--- src/rtl/regfile_sb.sv ---
// Register file with scoreboard busy bits: one write port, one reserve port and two
// read ports that stall on pending registers. All state updates on the falling clock edge.
module regfile_sb #(
  parameter  int WIDTH = 16,
  parameter  int DEPTH = 16,
  localparam int AW    = (DEPTH > 1) ? $clog2(DEPTH) : 1
) (
  input  logic             clk,
  input  logic             rst_n,
  input  logic             wr_en,
  input  logic [AW-1:0]    wr_addr,
  input  logic [WIDTH-1:0] wr_data,
  input  logic             rsv_en,
  input  logic [AW-1:0]    rsv_addr,
  output logic             rsv_err,
  input  logic             rd_en_a,
  input  logic [AW-1:0]    rd_addr_a,
  input  logic             rd_en_b,
  input  logic [AW-1:0]    rd_addr_b,
  output logic [WIDTH-1:0] rd_data_a,
  output logic [WIDTH-1:0] rd_data_b,
  output logic             rd_valid_a,
  output logic             rd_valid_b,
  output logic             rd_wait_a,
  output logic             rd_wait_b,
  output logic [DEPTH-1:0] busy
);

  typedef enum logic {S_IDLE = 1'b0, S_WAIT = 1'b1} state_t;

  function automatic logic in_range(input logic [AW-1:0] a);
    return (int'(a) < DEPTH);
  endfunction

  logic [WIDTH-1:0] mem_q [DEPTH];
  logic [DEPTH-1:0] busy_q, busy_d;
  logic             rsv_err_q, rsv_err_d;
  logic             wr_hit, rsv_hit, rsv_ok;

  logic [1:0]       rd_en_v;
  logic [AW-1:0]    rd_addr_v [2];
  logic [WIDTH-1:0] rd_data_v [2];
  logic [1:0]       rd_valid_v, rd_wait_v;

  assign rd_en_v      = {rd_en_b, rd_en_a};
  assign rd_addr_v[0] = rd_addr_a;
  assign rd_addr_v[1] = rd_addr_b;

  // A reserve is refused only when the register is already pending and not being written now.
  always_comb begin
    wr_hit    = wr_en && in_range(wr_addr);
    rsv_hit   = rsv_en && in_range(rsv_addr);
    rsv_ok    = rsv_hit && (!busy_q[rsv_addr] || (wr_hit && (wr_addr == rsv_addr)));
    rsv_err_d = rsv_hit && !rsv_ok;
    busy_d    = busy_q;
    if (wr_hit) begin
      busy_d[wr_addr] = 1'b0;
    end else begin
      busy_d = busy_d;
    end
    if (rsv_ok) begin
      busy_d[rsv_addr] = 1'b1;
    end else begin
      busy_d = busy_d;
    end
  end

  always_ff @(negedge clk) begin
    if (!rst_n) begin
      for (int i = 0; i < DEPTH; i++) begin
        mem_q[i] <= '0;
      end
      busy_q    <= '0;
      rsv_err_q <= 1'b0;
    end else begin
      if (wr_hit) begin
        mem_q[wr_addr] <= wr_data;
      end
      busy_q    <= busy_d;
      rsv_err_q <= rsv_err_d;
    end
  end

  for (genvar p = 0; p < 2; p++) begin : g_port
    state_t           state_q, state_d;
    logic [AW-1:0]    addr_q, addr_d;
    logic [WIDTH-1:0] data_q, data_d;
    logic             valid_q, valid_d;

    // Same-edge write wins over busy and over stored data; busy is the pre-edge view.
    always_comb begin
      state_d = state_q;
      addr_d  = addr_q;
      data_d  = data_q;
      valid_d = 1'b0;
      case (state_q)
        S_IDLE: begin
          if (!rd_en_v[p]) begin
            state_d = S_IDLE;
          end else if (!in_range(rd_addr_v[p])) begin
            data_d  = '0;
            valid_d = 1'b1;
          end else if (wr_hit && (wr_addr == rd_addr_v[p])) begin
            data_d  = wr_data;
            valid_d = 1'b1;
          end else if (busy_q[rd_addr_v[p]]) begin
            addr_d  = rd_addr_v[p];
            state_d = S_WAIT;
          end else begin
            data_d  = mem_q[rd_addr_v[p]];
            valid_d = 1'b1;
          end
        end
        S_WAIT: begin
          if (wr_hit && (wr_addr == addr_q)) begin
            data_d  = wr_data;
            valid_d = 1'b1;
            state_d = S_IDLE;
          end else begin
            state_d = S_WAIT;
          end
        end
        default: state_d = S_IDLE;
      endcase
    end

    always_ff @(negedge clk) begin
      if (!rst_n) begin
        state_q <= S_IDLE;
        addr_q  <= '0;
        data_q  <= '0;
        valid_q <= 1'b0;
      end else begin
        state_q <= state_d;
        addr_q  <= addr_d;
        data_q  <= data_d;
        valid_q <= valid_d;
      end
    end

    assign rd_data_v[p]  = data_q;
    assign rd_valid_v[p] = valid_q;
    assign rd_wait_v[p]  = (state_q == S_WAIT);
  end

  assign rd_data_a  = rd_data_v[0];
  assign rd_data_b  = rd_data_v[1];
  assign rd_valid_a = rd_valid_v[0];
  assign rd_valid_b = rd_valid_v[1];
  assign rd_wait_a  = rd_wait_v[0];
  assign rd_wait_b  = rd_wait_v[1];
  assign rsv_err    = rsv_err_q;
  assign busy       = busy_q;

endmodule

--- config.mk ---
export PLATFORM = sky130hd
export DESIGN_NAME = regfile_sb
export DESIGN_NICKNAME = d
export VERILOG_FILES = /design/src/rtl/regfile_sb.sv
export SDC_FILE = /design/constraint.sdc
export NUM_CORES = 1
export LEC_CHECK = 0
export BUFFER_PORTS_ARGS = -buffer_cell sky130_fd_sc_hd__buf_2
export CAP_MARGIN = 20
export CORE_MARGIN = 1
export CORE_UTILIZATION = 60
export DETAILED_ROUTE_END_ITERATION = 16
export GPL_ROUTABILITY_DRIVEN = 0
export PLACE_DENSITY = 0.8
export SLEW_MARGIN = 5
export SYNTH_ARGS = -nofsm -noshare
export SYNTH_HDL_FRONTEND = slang
export SYNTH_SLANG_ARGS = --single-unit
export TNS_END_PERCENT = 30
--- constraint.sdc ---
create_clock -name clk -period 4.45 [get_ports clk]
set_input_delay 1.335 -clock clk [delete_from_list [all_inputs] [get_ports clk]]
set_output_delay 1.335 -clock clk [all_outputs]
set_load 0.1 [all_outputs]
==> impl_metrics.csv, run 1 <==
group,metric,value,unit
floorplan,die_w,170.9,um
grt,grt_max_degree,81,
logic_synthesis,ys_seq_elements,317,
logic_synthesis,yosysSeqAreaShare,52.06,%
grt,grtUsageTotal,81.87,%
clock_network,cts_sinks,317,
logic_synthesis,yosys_warnings,0,
floorplan,start_util,61.26,%
clock_network,numCtsBuffers,35,
logic_synthesis,ys_types,55,
run_status,lastStage,"5_1_grt",
logic_synthesis,netlist_instances,1280,
logic_synthesis,yosysTopAreaCellShare,44.93,%
logic_synthesis,synth.avg_cell_area,13.37,um2
logic_synthesis,synth_ff_type,"edfxtp_1",
clock_network,ctsLongestPathBuffers,3,
logic_synthesis,syn_area,17110,um2
logic_synthesis,synth_edf_count,256,
logic_synthesis,synth-async-reset-ratio,0,%
grt,gr-total-overflow,64,
run_status,firstError,"[ERROR GRT-0232] Routing congestion too high. Check the congestion heatmap in the GUI.",
run_status,status,"aborted with a tool error",
logic_synthesis,synthTopCellsByArea,"edfxtp_1, mux4_2, and2_1",
floorplan,die_h,170.9,um
clock_network,cts_max_level,2,
clock_network,cts_hold_buf,0,
logic_synthesis,yosysTopAreaCell,"edfxtp_1",
sta,worst-ep-kind,"register input",
clock_network,ctsRootBufferMaster,"clkbuf_16",
placement,pre_cts_ws,-1.054,ns
placement,dp.final_hpwl,36920,um
placement,numPortBuffers,90,
sta,crit_endpoint,"rd_data_b[9]$_SDFFE_NN0P_/D",
floorplan,io-pin-count,91,
logic_synthesis,synthesis.nets,1318,
floorplan,rows,61,
==> cell usage after synthesis, drive strengths merged (21+ instances only) <==
library cell / instances
a22oi: 34
edfxtp: 256
o21ai: 51
clkbuf: 81
dfxtp: 61
nor2: 36
and2: 259
inv: 21
a311oi: 32
buf: 42
nand2: 75
a41oi: 33
mux2i: 43
mux4: 141
o22ai: 42
==> per-layer routing <==
layer / GRT usage, % / GRT overflow
met5: 52.00 / 0
met4: 79.15 / 31
met3: 74.07 / 4
met2: 91.62 / 25
met1: 82.33 / 4
==> cells by family after synthesis <==
kind of cell | count (synthesis) | synth area share, %
xor+xnor | 20 | 1.024
compound gates | 206 | 8.753
mux | 185 | 21.20
simple gates | 408 | 13.44
buf+inv | 144 | 3.517
flops | 317 | 52.06
==> timing repair <==
action	4_1_cts
pin swaps	30
gates cloned	9
setup endpoints to repair	256
gates resized for setup	276
setup buffers	59
==> stage by stage <==
stage / instance area [um2] / TNS, ns / util, % / std cells
2_1_floorplan: 17430 / -273.13 / - / 1280
3_3_place_gp: 20470 / -305.53 / 73.30 / 1800
3_5_place_dp: 20470 / -321.78 / 73.30 / 1800
4_1_cts: 24550 / -30.45 / 87.90 / 2242
==> inputs of run 2 (changes only) <==
- CORE_UTILIZATION: 60 -> 40
- PLACE_DENSITY: 0.8 -> default
- PLACE_DENSITY_LB_ADDON: default -> 0.15
==> impl_metrics.csv, run 2 <==
group,metric,value,unit
final_layout,final_common_cell,"inv_1",
drt,vias,14147,
sta,fin_ws,-0.2509,ns
sta,grt_setup_unrepaired,"yes",
hold_path,min_to,"g_port[1].addr_q[1]",
final_layout,syn_to_final_growth,49.52,%
grt,grt_max_degree,28,
grt,gr-total-overflow,0,
worst_setup_path,cp-start-kind,"primary input",
sta,fin_hold_ws,0.4779,ns
sta,drv_slew,0,
grt,antenna_found_initial,2,
logic_synthesis,synth_edf_count,256,
sta,relSlewSlack,70.28,%
hold_path,hold_path.startpoint,"g_port[1].addr_q[1]",
drt,viasPerCell,5.765,
placement,dp.final_hpwl,38810,um
floorplan,dieArea,43610,um2
sta,worst_pin_slew,0.4459,ns
sta,hold_violations,0,
logic_synthesis,synth_common_cells,"and2_1, edfxtp_1, mux4_2, clkbuf_1, nand2_1",
final_layout,final_cells,2454,
worst_setup_path,reg2reg_depth,6,
sta,setup_viol,135,
logic_synthesis,synthTopCellsByArea,"edfxtp_1, mux4_2, and2_1",
hold_path,hold_path.class,"flop to flop",
placement,numPortBuffers,90,
pwr,power.total,9.836,mW
final_layout,nets,1924,
floorplan,start_util,40.70,%
worst_setup_path,worstReg2RegStart,"busy[11]",
logic_synthesis,synth_most_common_cell,"and2_1",
final_layout,top_register,"mem_q",
logic_synthesis,yosysTopAreaCellShare,44.93,%
worst_setup_path,worst-path-max-fanout,6,
logic_synthesis,synth.avg_cell_area,13.37,um2
clock_network,insertion_delay,0.61,ns
grt,grt_pass1_vias,14753,
drt,first_pass_iters,5,
logic_synthesis,syn_area,17110,um2
clock_network,cts_sinks,317,
floorplan,die_w,208.8,um
drt,route.detailed.drc,0,
worst_setup_path,cp_common_cell,"mux4_2",
worst_setup_path,worst-r2r-setup-slack,2.34,ns
clock_network,cts_tree,"done",
clock_network,numCtsBuffers,38,
flow_run,drv_cap,0,
placement,placed_area,21020,um2
floorplan,rows,75,
drt,first_iter_violations,1446,
logic_synthesis,netlist_instances,1280,
worst_setup_path,path_buf_inv,1,
logic_synthesis,ys_seq_elements,317,
pwr,irDropWorstVdd,0.2117,mV
worst_setup_path,r2r-end,"busy[8]",
grt,grt_pass1_wl,89800,um
floorplan,io-pin-count,91,
clock_network,ctsRootBufferMaster,"clkbuf_16",
worst_setup_path,critical_path_class,"primary input to flop",
final_layout,final_cell_area,25580,um2
sta,setup-tns-final,-20.54,ns
floorplan,die_h,208.8,um
pwr,pwr_density_cell,384.5,nW/um2
worst_setup_path,crit_required,2.74,ns
floorplan,core_area,42040,um2
hold_path,hold_path_depth,2,
logic_synthesis,yosysSeqAreaShare,52.06,%
worst_setup_path,worstSetupEndpointType,"flop",
run_status,status,"complete, but fails checks",
logic_synthesis,synth-async-reset-ratio,0,%
drt,ant_nets,0,
worst_setup_path,arrival,2.99,ns
clock_network,path_clk_slew,0.03,ns
logic_synthesis,yosysTopAreaCell,"edfxtp_1",
final_layout,drive_gt1_share,41.90,%
worst_setup_path,crit_family,"multiplexers",
logic_synthesis,synthesis.nets,1318,
logic_synthesis,yosys_warnings,0,
sta,skew,0.03025,ns
final_layout,final_cell_mix,"inv_1, and2_1, edfxtp_1",
worst_setup_path,cp_slowest_stage_delay,0.53,ns
drt,wl_per_cell,24.74,um
placement,placed_cells,1998,
final_layout,largest_reg_flops,256,
clock_network,cts_max_level,2,
run_status,violations,"setup timing",
drt,wl,60710,um
clock_network,ctsLongestPathBuffers,3,
worst_setup_path,crit_slowest_cell,"mux4_2",
grt,grtUsageTotal,27.84,%
logic_synthesis,ys_types,55,
pwr,p_leak,10.60,nW
worst_setup_path,crit_chain,"buf_12 > mux4_2 > mux4_2 > o21ai_4 > nor3b_4 > o2bb2ai_2",
logic_synthesis,synth_ff_type,"edfxtp_1",
run 2: cell families (layout without fill, tap and decap cells):
| logic type | after synthesis | count (layout) | synth area share [%] |
|---|---|---|---|
| and+or+nand+nor | 408 | 408 | 13.44 |
| DFF | 317 | 317 | 52.06 |
| AOI/OAI and AO/OA | 206 | 206 | 8.753 |
| muxes | 185 | 185 | 21.20 |
| buffers and inverters | 144 | 778 | 3.517 |
| xor gates and xnor gates | 20 | 20 | 1.024 |
| other | 0 | 1 | 0 |
run 2: per-stage QoR:
stage | setup WS (ns) | utilization (%)
2_1_floorplan | -0.6934 | -
3_3_place_gp | -1.062 | 50.00
3_5_place_dp | -1.088 | 50.00
4_1_cts | -0.2570 | 59.18
5_1_grt | -0.2944 | 60.85
6_report | -0.2509 | 60.86
run 2: repair_timing:
item                       4_1_cts  5_1_grt
cloned                           9        3
buffers inserted                39       21
hold buffers                     0        0
setup endpoints to repair      351      293
resized for setup              233       93
pin swaps                       41       26
run 2: worst max-delay path by stage:
stage            startpoint            end  slack (ns)  cells past startpoint
3_5_place_dp   rd_addr_b[0]   rd_data_b[3]       -1.09                      8
2_1_floorplan  rd_addr_b[0]  rd_data_b[15]       -0.69                      7
5_1_grt             busy[1]        busy[1]       -0.29                      1
4_1_cts             busy[1]        busy[1]       -0.26                      1
3_3_place_gp   rd_addr_b[0]   rd_data_b[3]       -1.06                      8
6_report        rsv_addr[0]        busy[8]       -0.25                      6
run 2: routing by layer:
| layer | vias up | routed length [um] | part of all wire, % | track usage [%] |
|---|---|---|---|---|
| met2 | 729 | 29570 | 49 | 44.70 |
| met3 | 107 | 5088 | 8.4 | 7.469 |
| met4 | 0 | 1261 | 2.1 | 10.78 |
| met5 | - | 0 | 0 | 0 |
| met1 | 7134 | 24790 | 41 | 35.96 |
| li1 | 6177 | - | - | - |
run 2: report_power, final:
part / switching, mW / internal, mW / leakage, nW / total [mW]
Combinational: 0.954 / 0.794 / 5.25 / 1.75
Sequential: 0.121 / 3.41 / 2.98 / 3.53
Clock: 2.06 / 2.50 / 2.36 / 4.56
Total: 3.14 / 6.70 / 10.6 / 9.84
run 2: final cells by class:
class                           count  area (um2)
Tap cell                          539       674.4
Sequential cell                   317        9067
Timing Repair Buffer              373        4639
Multi-Input combinational cell    819        8591
Clock buffer                       39       975.9
Inverter                           20       75.07
Clock inverter                    346        1559
Antenna cell                        1       2.502
Fill cell                        3228       16460
run 2: worst min-delay path: cells and delay by family, from the launching register on:
kind | cells | cell delay, ns
AND/OR/NAND/NOR | 1 | 0.06
flip-flops | 1 | 0.31
multiplexers | 1 | 0.05
(Power assumes the default switching activity.)
==> inputs of run 3 (changes only) <==
- PLACE_DENSITY: default -> 0.66
- PLACE_DENSITY_LB_ADDON: 0.15 -> default
==> impl_metrics.csv, run 3 (synthesis gave the netlist of run 2 again) <==
group,metric,value,unit
pwr,power.total,9.512,mW
drt,wl_per_cell,25.23,um
final_layout,seq_area,9075,um2
final_layout,syn_to_final_growth,46.23,%
final_layout,nets,1894,
clock_network,cts_tree,"done",
clock_network,cts_sinks,317,
drt,first_pass_iters,5,
drt,route.detailed.drc,0,
worst_setup_path,worst-path-max-fanout,8,
pwr,irDropWorstVdd,0.2092,mV
pwr,p_leak,10.37,nW
clock_network,ctsLongestPathBuffers,3,
sta,setup-tns-final,-23.64,ns
sta,setup_viol,135,
grt,grt_pass1_wl,90580,um
sta,drv_slew,0,
worst_setup_path,r2r-end,"busy[8]",
placement,pre_cts_ws,-1.290,ns
floorplan,io-pin-count,91,
final_layout,fillers,3058,
worst_setup_path,crit_required,2.69,ns
drt,first_iter_violations,1701,
sta,fin_hold_ws,0.4781,ns
final_layout,largest_reg_flops,256,
floorplan,die_h,208.8,um
floorplan,core_area,42040,um2
worst_setup_path,critical_path_class,"primary input to flop",
clock_network,path_clk_slew,0.03,ns
grt,grt_max_degree,37,
drt,viasPerCell,5.979,
sta,fin_ws,-0.3136,ns
final_layout,drive_gt1_share,39.61,%
floorplan,dieArea,43610,um2
hold_path,min_to,"g_port[1].addr_q[1]",
final_layout,final_cell_mix,"inv_1, and2_1, edfxtp_1",
worst_setup_path,cp-start-kind,"primary input",
sta,hold_violations,0,
final_layout,multi_input_area,8478,um2
drt,wl,61080,um
run_status,violations,"setup timing",
final_layout,final_common_cell,"inv_1",
grt,grtUsageTotal,27.84,%
worst_setup_path,worstSetupEndpointType,"flop",
worst_setup_path,arrival,3.00,ns
clock_network,cts_max_level,2,
sta,worst_pin_slew,0.4535,ns
worst_setup_path,worstReg2RegStart,"busy[4]",
hold_path,hold_path.startpoint,"g_port[1].addr_q[1]",
placement,numPortBuffers,90,
floorplan,rows,75,
hold_path,hold_path_depth,2,
grt,antenna_found_initial,1,
placement,dp.final_hpwl,38090,um
final_layout,postLayoutCoreUtil,59.52,%
pwr,pwr_density_cell,380.2,nW/um2
grt,grt_pass1_vias,15532,
worst_setup_path,reg2reg_depth,7,
grt,gr-total-overflow,0,
run_status,status,"complete, but fails checks",
drt,vias,14474,
clock_network,ctsRootBufferMaster,"clkbuf_16",
drt,ant_nets,0,
floorplan,die_w,208.8,um
worst_setup_path,worst-r2r-setup-slack,2.26,ns
flow_run,drv_cap,0,
final_layout,top_register,"mem_q",
sta,relSlewSlack,69.76,%
clock_network,numCtsBuffers,36,
sta,skew,0.03824,ns
clock_network,cts_hold_buf,0,
hold_path,hold_path.class,"flop to flop",
sta,grt_setup_unrepaired,"yes",
floorplan,start_util,40.70,%
clock_network,insertion_delay,0.62,ns
## run 3: cell types whose count changed in the layout (fill, tap and decap cells not counted), moves of 4 or more
cell,change
mux2i_1,+4
a22oi_1,+4
a22oi_2,-4
bufinv_16,-5
a41oi_2,-5
buf_12,-7
o22ai_2,-11
buf_6,+4
buf_4,-22
o22ai_1,+10
## run 3: layout make-up
class                           count  area share (%)
Clock inverter                    342           5.731
Multi-Input combinational cell    819           33.88
Timing Repair Buffer              345           17.31
Antenna cell                        1         0.01000
Sequential cell                   317           36.27
Inverter                           20          0.3000
Tap cell                          539           2.695
Clock buffer                       38           3.800
## run 3: metrics by stage
| stage | instance area (um2) | instances |
|---|---|---|
| global route | 25020 | 2421 |
| global placement | 20770 | 1968 |
| floorplan | 17430 | 1280 |
| detailed placement | 20770 | 1968 |
| CTS | 24420 | 2404 |
| finish | 25020 | 2421 |
## run 3: timing repair
| action | CTS | global route |
|---|---|---|
| cloned | 8 | 3 |
| endpoints found under the setup margin | 287 | 320 |
| buffers inserted | 51 | 14 |
| resized for setup | 204 | 92 |
| pin swaps | 33 | 22 |
## run 3: layer usage
metal | up-vias | track usage (%) | wire [um]
met5 | - | 0 | 0
met1 | 7074 | 34.02 | 22320
met2 | 1084 | 44.77 | 29490
li1 | 6111 | - | -
met4 | 0 | 15.95 | 2814
met3 | 205 | 7.259 | 6451
## run 3: worst max-delay path: stages
cell and delay, ns:
buf_16 0.14, mux4_2 0.55, mux2i_4 0.27, mux2i_4 0.19
buf_12 0.20, a41oi_4 0.21, o21ai_1 0.11
## run 3: worst max path at each step
stage | startpoint | cells past startpoint | end
6_report | rd_addr_a[0] | 7 | rd_data_a[8]
5_1_grt | rd_data_a[15] | 1 | rd_data_a[15]
4_1_cts | rd_data_a[15] | 1 | rd_data_a[15]
3_5_place_dp | rd_addr_a[0] | 8 | rd_data_a[15]
3_3_place_gp | rd_addr_a[0] | 8 | rd_data_a[15]
2_1_floorplan | rd_addr_b[0] | 7 | rd_data_b[15]
## run 3: power breakdown
group / internal (mW) / switching, mW / total [mW]
Clock: 2.17 / 2.10 / 4.27
Sequential: 3.41 / 0.140 / 3.55
Combinational: 0.761 / 0.934 / 1.69
Total: 6.34 / 3.17 / 9.51
